## config.mk

```make
export PLATFORM = sky130hd
export DESIGN_NAME = image_pipe_sink_buf_flat
export DESIGN_NICKNAME = d
export VERILOG_FILES = /design/src/rtl/image_pipe_sink_buf_if.sv /design/src/rtl/image_pipe_sink_buf.sv /design/src/flat_wrapper.sv
export SDC_FILE = /design/constraint.sdc
export NUM_CORES = 1
export LEC_CHECK = 0
export ABC_AREA = 1
export CAP_MARGIN = 15
export CELL_PAD_IN_SITES_DETAIL_PLACEMENT = 2
export CELL_PAD_IN_SITES_GLOBAL_PLACEMENT = 2
export CORE_MARGIN = 2
export CORE_UTILIZATION = 25
export DETAILED_ROUTE_END_ITERATION = 12
export GPL_ROUTABILITY_DRIVEN = 0
export PLACE_DENSITY = 0.59
export SLEW_MARGIN = 20
export SYNTH_ARGS = -nofsm -noshare
export SYNTH_HDL_FRONTEND = slang
export SYNTH_SLANG_ARGS = --single-unit
```

## constraint.sdc

```tcl
create_clock -name clk -period 10.2 [get_ports clk]
set_clock_uncertainty 0.05 [all_clocks]
set_input_delay 2.04 -clock clk [delete_from_list [all_inputs] [get_ports clk]]
set_output_delay 2.04 -clock clk [all_outputs]
set_load 0.02 [all_outputs]
```

## src/rtl/image_pipe_sink_buf_if.sv

```systemverilog
// Stream-in / pop-out handshake bundle for the image-pipe sink buffer.
// The slave view is the buffer itself; the master view is the sender plus consumer.
interface image_pipe_sink_buf_if #(
  parameter int DW = 32
);
  logic [DW-1:0] in_data;
  logic          in_valid;
  logic          in_end;
  logic          in_busy;
  logic [DW-1:0] out_data;
  logic          out_end;
  logic          out_valid;
  logic          out_ready;

  modport slave (
    input  in_data, in_valid, in_end, out_ready,
    output in_busy, out_data, out_end, out_valid
  );

  modport master (
    output in_data, in_valid, in_end, out_ready,
    input  in_busy, out_data, out_end, out_valid
  );
endinterface

```

## src/rtl/image_pipe_sink_buf.sv

```systemverilog
// Receive-side FWFT FIFO for the image-pipe stream with advisory busy,
// sticky drop flag and per-frame accepted-word counting.
module image_pipe_sink_buf #(
  parameter int DW          = 32,
  parameter int DEPTH       = 16,
  parameter int BUSY_MARGIN = 2
) (
  input  logic                       clk,
  input  logic                       rst,
  image_pipe_sink_buf_if.slave       bus,
  output logic [$clog2(DEPTH):0]     level,
  output logic                       frame_active,
  output logic                       frame_done,
  output logic [15:0]                frame_len,
  output logic                       overflow
);
  localparam int AW = $clog2(DEPTH);
  localparam int LW = AW + 1;

  typedef enum logic {IDLE, ACTIVE} state_t;

  logic [DW:0]   mem [DEPTH];
  logic [AW:0]   wptr, rptr;
  logic          empty, full, pop, accept;
  logic [LW-1:0] level_next;
  logic          busy_q;

  state_t        state, state_n;
  logic [15:0]   cnt, cnt_n, cnt_inc, len_n;
  logic          done_n;

  // Pointers carry an extra wrap bit so full and empty are distinguishable.
  assign empty  = (wptr == rptr);
  assign full   = (wptr[AW] != rptr[AW]) && (wptr[AW-1:0] == rptr[AW-1:0]);
  assign pop    = !empty && bus.out_ready;
  assign accept = bus.in_valid && (!full || pop);

  assign level      = wptr - rptr;
  assign level_next = level + {{AW{1'b0}}, accept} - {{AW{1'b0}}, pop};

  assign bus.out_valid              = !empty;
  assign {bus.out_end, bus.out_data} = mem[rptr[AW-1:0]];
  assign bus.in_busy                = busy_q;

  always_ff @(posedge clk) begin
    if (accept) mem[wptr[AW-1:0]] <= {bus.in_end, bus.in_data};
  end

  always_ff @(posedge clk or posedge rst) begin
    if (rst) begin
      wptr     <= '0;
      rptr     <= '0;
      busy_q   <= 1'b1;
      overflow <= 1'b0;
    end else begin
      if (accept) wptr <= wptr + 1'b1;
      if (pop)    rptr <= rptr + 1'b1;
      busy_q <= (level_next >= LW'(DEPTH - BUSY_MARGIN));
      if (bus.in_valid && !accept) overflow <= 1'b1;
    end
  end

  assign cnt_inc = (cnt == 16'hFFFF) ? cnt : cnt + 16'd1;

  // Any end word closes the frame, even a dropped one; frame_len counts accepted words only.
  always_comb begin
    state_n = state;
    cnt_n   = cnt;
    len_n   = frame_len;
    done_n  = 1'b0;
    if (bus.in_valid) begin
      if (bus.in_end) begin
        done_n  = 1'b1;
        state_n = IDLE;
        if (state == ACTIVE) len_n = accept ? cnt_inc : cnt;
        else                 len_n = accept ? 16'd1 : 16'd0;
      end else if (accept) begin
        if (state == IDLE) begin
          state_n = ACTIVE;
          cnt_n   = 16'd1;
        end else begin
          cnt_n = cnt_inc;
        end
      end
    end
  end

  always_ff @(posedge clk or posedge rst) begin
    if (rst) begin
      state      <= IDLE;
      cnt        <= '0;
      frame_len  <= '0;
      frame_done <= 1'b0;
    end else begin
      state      <= state_n;
      cnt        <= cnt_n;
      frame_len  <= len_n;
      frame_done <= done_n;
    end
  end

  assign frame_active = (state == ACTIVE);
endmodule

```

## src/flat_wrapper.sv

```systemverilog
// flat-port wrapper written by rule: the top's interface ports become plain ports
module image_pipe_sink_buf_flat 
#(
  parameter int DW          = 32,
  parameter int DEPTH       = 16,
  parameter int BUSY_MARGIN = 2
)
  (clk, rst, level, frame_active, frame_done, frame_len, overflow, bus_in_data, bus_in_valid, bus_in_end, bus_out_ready, bus_in_busy, bus_out_data, bus_out_end, bus_out_valid);
  image_pipe_sink_buf_if #(.DW(DW)) bus_i ();
  input  logic clk;
  input  logic rst;
  output logic [$clog2(DEPTH):0] level;
  output logic frame_active;
  output logic frame_done;
  output logic [15:0] frame_len;
  output logic overflow;
  input wire logic [$bits(bus_i.in_data)-1:0] bus_in_data;
  input wire logic [$bits(bus_i.in_valid)-1:0] bus_in_valid;
  input wire logic [$bits(bus_i.in_end)-1:0] bus_in_end;
  input wire logic [$bits(bus_i.out_ready)-1:0] bus_out_ready;
  output wire logic [$bits(bus_i.in_busy)-1:0] bus_in_busy;
  output wire logic [$bits(bus_i.out_data)-1:0] bus_out_data;
  output wire logic [$bits(bus_i.out_end)-1:0] bus_out_end;
  output wire logic [$bits(bus_i.out_valid)-1:0] bus_out_valid;
  assign bus_i.in_data = bus_in_data;
  assign bus_i.in_valid = bus_in_valid;
  assign bus_i.in_end = bus_in_end;
  assign bus_i.out_ready = bus_out_ready;
  assign bus_in_busy = bus_i.in_busy;
  assign bus_out_data = bus_i.out_data;
  assign bus_out_end = bus_i.out_end;
  assign bus_out_valid = bus_i.out_valid;
  image_pipe_sink_buf #(.DW(DW), .DEPTH(DEPTH), .BUSY_MARGIN(BUSY_MARGIN)) u_core (.clk(clk), .rst(rst), .bus(bus_i), .level(level), .frame_active(frame_active), .frame_done(frame_done), .frame_len(frame_len), .overflow(overflow));
endmodule
```

After elaboration in Yosys (flattened, before gate mapping)
Memories as Yosys holds them, arrays and structs flattened.
Cells that the tools add are included.
{"block": "totals", "register_bits": 46, "ram_bits": 528, "input_bits": 37, "out_inout_bits": 59, "memories": 1}
{"name": "u_core.mem", "depth": 16, "width": 33, "rd": 1, "rd_ports_with_merged_regs": 0, "wr": 1, "line_no": "image_pipe_sink_buf.sv:22", "rtl": "logic [DW:0] mem [DEPTH];"}
{"block": "classes", "n_addsub": 6, "magnitude_cmp": 1, "n_eq_ne": 4, "mux": 11, "n_bitwise": 1, "reduce_logical": 12}
{"cell": "two-way mux 16 bit", "n": 4}
{"cell": "adder 16 x 1 -> 16 bit (second input constant)", "n": 1}
{"cell": "== test 16 bit (second input constant)", "n": 1}
{"cell": "adder 5 x 1 -> 5 bit (second input constant)", "n": 2}
{"cell": "two-way mux 1 bit", "n": 7}
{"cell": "adder 5 x 1 -> 5 bit", "n": 1}
{"cell": "== test 5 bit", "n": 1}
{"cell": "greater-or-equal comparator 5 x 4 -> 1 bit (second input constant)", "n": 1}
{"cell": "subtractor 5 x 1 -> 5 bit", "n": 1}
{"cell": "subtractor 5 bit", "n": 1}
{"cell": "== test 4 bit", "n": 1}
{"cell": "logical AND 1 bit", "n": 4}
{"cell": "AND reduction 2 bit", "n": 2}
{"cell": "zero test 1 bit", "n": 3}
{"cell": "AND reduction 3 bit", "n": 1}
{"cell": "nonzero test 2 bit", "n": 1}
{"cell": "logical OR 1 bit", "n": 1}
{"cell": "inequality test 1 bit", "n": 1}
{"cell": "NOT 1 bit", "n": 1}

Longest topological paths before layout
{"block": "depth", "ltp_word": 8, "depth_mapped": 20, "ltp_nobuf": 17}

Worst setup path after synthesis
OpenSTA, ideal clock, no wires.
{"block": "synth_path", "path_kind": "input to register", "from": "input bus_out_ready", "to": "memory u_core.mem[0][0] (netlist bit) (enable)", "setup_time_ps": 423, "t_arrival_ps": 4088, "required_time_ps": 9727, "setup_slack_ps": 5639, "cell_stages": 7, "path_buffers": 1, "path_cell_list": "inv_1 nand3_1 nor2_2 nor2_4 buf_2 nand2_1 nor2_1"}
{"block": "synth_via", "elab_chain_cells": 5}
{"item": "from (decl)", "line_no": "flat_wrapper.sv:20", "rtl": "input wire logic [$bits(bus_i.out_ready)-1:0] bus_out_ready;"}
{"item": "logical AND 1 bit", "line_no": "image_pipe_sink_buf.sv:35", "rtl": "assign pop = !empty && bus.out_ready;"}
{"item": "logical OR 1 bit", "line_no": "image_pipe_sink_buf.sv:36", "rtl": "assign accept = bus.in_valid && (!full || pop);"}
{"item": "logical AND 1 bit", "line_no": "image_pipe_sink_buf.sv:36"}
{"item": "named net u_core.accept", "line_no": "image_pipe_sink_buf.sv:24", "rtl": "logic empty, full, pop, accept;"}
{"item": "two-way mux 1 bit", "line_no": "image_pipe_sink_buf.sv:46", "rtl": "if (accept) mem[wptr[AW-1:0]] <= {bus.in_end, bus.in_data};"}
{"item": "two-way mux 1 bit (implied by the code)", "line_no": "image_pipe_sink_buf.sv:46"}
{"item": "to (decl)", "line_no": "image_pipe_sink_buf.sv:22"}
The timed path passes the listed nets, and every way through them passes these cells.

Worst setup path after layout
{"block": "layout_path", "from": "register u_core.rptr[0]", "to": "output bus_out_data[25]"}
{"block": "layout_via", "elab_chain_cells": 1}
{"item": "from (decl)", "line_no": "image_pipe_sink_buf.sv:23", "rtl": "logic [AW:0] wptr, rptr;"}
{"item": "from (signal assigned)", "line_no": "image_pipe_sink_buf.sv:57", "rtl": "if (pop) rptr <= rptr + 1'b1;"}
{"item": "memory read (16 x 33 bit)"}
{"item": "to (decl)", "line_no": "flat_wrapper.sv:22", "rtl": "output wire logic [$bits(bus_i.out_data)-1:0] bus_out_data;"}
Every way passes these cells.

==> results.toml <==
[placed_design]
port_buffers = 95
pre_cts_slack_ps = 4030
hpwl_mm = 39.6

[synthesis]
yosysTopAreaCell = "edfxtp_1"
post_synth_num_cell_types = 34
ys_async_sr_fraction_pct = 8.01
yosysSeqAreaShare_pct = 72.1
yosysMostFrequentCell = "edfxtp_1"
synth_cells = 1948
syn-num-nets = 2002
ys.flop_type = "edfxtp_1"
ys_ff_latch = 574
synth_edf_count = 528
synth_top_area_share_pct = 67.2
avgSynthCellArea_um2 = 12.1
synth_area_leaders = "edfxtp_1 (67%), nor2_1 (5.9%), dfrtp_1 (4.8%), o21ai_0 (4.5%), nand2_1 (4.0%)"
yosysWarnings = 0
synth_area_um2 = 23600
synth_common_cells = "edfxtp_1 (528), nor2_1 (368), nand2_1 (251), o21ai_0 (214), o21ai_1 (86)"

[worst_setup_path]
worst-setup-path-type = "reg -> out"
crit_path_start_kind = "register"
r2r_start = "u_core.rptr[1]"
cp.arrival_ps = 4730
r2r_end = "u_core.mem[2][24]"
cp-end-kind = "output port"
r2r.worst_path.cells = 10
crit_fanout = 73
reg2reg_slack_ps = 5270
worstPathRequired_ps = 8110

[floorplanning]
core_um2 = 93500
ios = 96
die-area_um2 = 96800
initial_utilization_pct = 25.2
row_count = 112
dieHeight_um = 311
die_x_um = 311

[route]
viasPerCell = 4.70
drtIter0Drc = 801
ant_nets = 0
drt_wl_total_mm = 73.6
first_pass_iters = 5
via_count = 15685
drcViolationCount = 0
routedWlPerCell_um = 22.1

[timing]
tightest_slew_ps = 1060
timing.fmax_mhz = 147
fin_crit_ps = 6820
maxSlewHeadroom_pct = 29.0
setup_ws_ps = 3380
rsz0062_at_grt = "no"
final.setup.tns_ps = 0
setup_viol = 0
min_period_over_period_pct = 66.9
finalHoldViolations = 0
slew_violations = 0

[clock_network]
cts_tree = "done"
clk_path_buf_depth = 3
post_cts_buffers = 0
htreeDepth = 3
clock-sinks = 574
cts_resized = 0
clock_latency_ps = 610
path_clk_slew_ps = 60
cts_buffers = 66
ctsHoldBuffers = 0
root_buffer = "clkbuf_16"

[final_layout]
nFillCells = 9934
syn2layout_area_growth_pct = 18.5
multiInputGateArea_um2 = 5830
drive_above_1_share_pct = 7.68
nNetsFinal = 2085
seqCellArea_um2 = 17000

[global_routing]
grt_max_degree = 183
overflow = 0
grt_pass1_vias = 17331
antenna_found_initial = 3
grt_pass1_wl_mm = 111
grt_use_total_pct = 15.1

[hold_path]
holdPathStages = 2
hold_start = "u_core.frame_len[0]"
hold_class = "reg -> reg"
whs_endpoint = "u_core.frame_len[0]"

[flow_run]
drv_cap = 0

[pwr]
max-vdd-ir-drop_mv = 0.191
power_leakage_nw = 9.30
powerDensity_nw_per_um2 = 303

[run_status]
status = "finished, final reports clean"
## layer usage
| metal | global-route usage [%] | wire, um |
|---|---|---|
| met1 | 19.0 | 32300 |
| met2 | 26.9 | 37600 |
| met3 | 2.01 | 2110 |
| met4 | 4.38 | 1570 |
| met5 | 0 | 0 |
## layout by cell type, fill, tap and decap left out, types with 3 or more instances in the layout
| cell | count |
|---|---|
| inv_1 | 62 |
| dfrtp_1 | 42 |
| edfxtp_1 | 528 |
| inv_16 | 3 |
| clkbuf_1 | 14 |
| nand3_1 | 65 |
| nand4_1 | 9 |
| nand2_1 | 251 |
| inv_2 | 4 |
| bufinv_16 | 3 |
| o211ai_1 | 66 |
| nor2_4 | 19 |
| o22ai_1 | 66 |
| clkbuf_16 | 67 |
| xor2_1 | 13 |
| a21oi_1 | 22 |
| o21ai_1 | 86 |
| ha_1 | 15 |
| o21ai_0 | 214 |
| o21ai_2 | 4 |
| clkdlybuf4s50_1 | 95 |
| clkinv_2 | 11 |
| nor2_1 | 351 |
| nor2_2 | 3 |
| buf_4 | 31 |
| clkinv_1 | 17 |
## area by class of cell
class                   count  area share (%)
flip-flops and latches    574            60.9
well taps                1254            5.61
multi-input cells        1194            20.9
clock inverters            37            1.19
repair buffers            126            4.24
clock buffers              82            6.24
inverters                  69           0.976
diodes                      1         0.00895
## per-stage QoR
step,util (%),hold slack [ps],area (um2),total power (W),cells
6_report,29.9,431,27900,0.00848,3337
3_3_place_gp,27.7,416,25900,0.00619,3217
3_5_place_dp,27.7,423,25900,0.00631,3217
5_1_grt,29.9,464,27900,0.00904,3337
2_1_floorplan,-,413,23600,0.00499,1948
4_1_cts,29.9,439,27900,0.00867,3336
## where the power goes
part	total, W	switching [W]	leakage [nW]	internal (W)
Clock	0.00230	0.000997	1.02	0.00131
Combinational	0.00317	0.00214	2.92	0.00102
Sequential	0.00301	0.000178	5.36	0.00283
## worst max-delay path, stage by stage (launching register included)
cell and delay [ps]:
dfrtp_4 1010, buf_4 760, buf_4 770, nor2_1 140, nor2_1 130, o21ai_0 110, o211ai_1 130, nand3_1 90
nand3_1 240, clkdlybuf4s50_1 680
## logic make-up (layout without fill, tap and decap cells)
| logic type | count (synthesis) | in the layout | synth area share [%] |
|---|---|---|---|
| buf+inv | 180 | 314 | 3.72 |
| xor+xnor | 13 | 13 | 0.483 |
| compound gates | 459 | 459 | 10.9 |
| flops | 574 | 574 | 72.1 |
| simple gates | 705 | 705 | 11.9 |
| fa+ha+maj | 17 | 17 | 0.966 |
| other cells | 0 | 1 | 0 |
## flip-flops by register name (all words and copies together), names as in the netlist
register	flops
u_core.frame_active	1
u_core.bus.in_busy	1
u_core.cnt	16
u_core.wptr	5
u_core.mem	528
u_core.rptr	5
u_core.overflow	1
u_core.frame_done	1
u_core.frame_len	16
## how the worst max path moves through the flow
| stage | start | cells after the start | end |
|---|---|---|---|
| global route | u_core.rptr[0] | 9 | bus_out_data[25] |
| CTS | u_core.rptr[0] | 7 | bus_out_data[25] |
| global placement | u_core.rptr[0] | 9 | bus_out_data[25] |
| detailed placement | u_core.rptr[0] | 9 | bus_out_data[19] |
| finish | u_core.rptr[0] | 9 | bus_out_data[25] |
| floorplan | bus_out_ready | 7 | u_core.mem[0][0] |
Power figures use the tool's default switching activity.
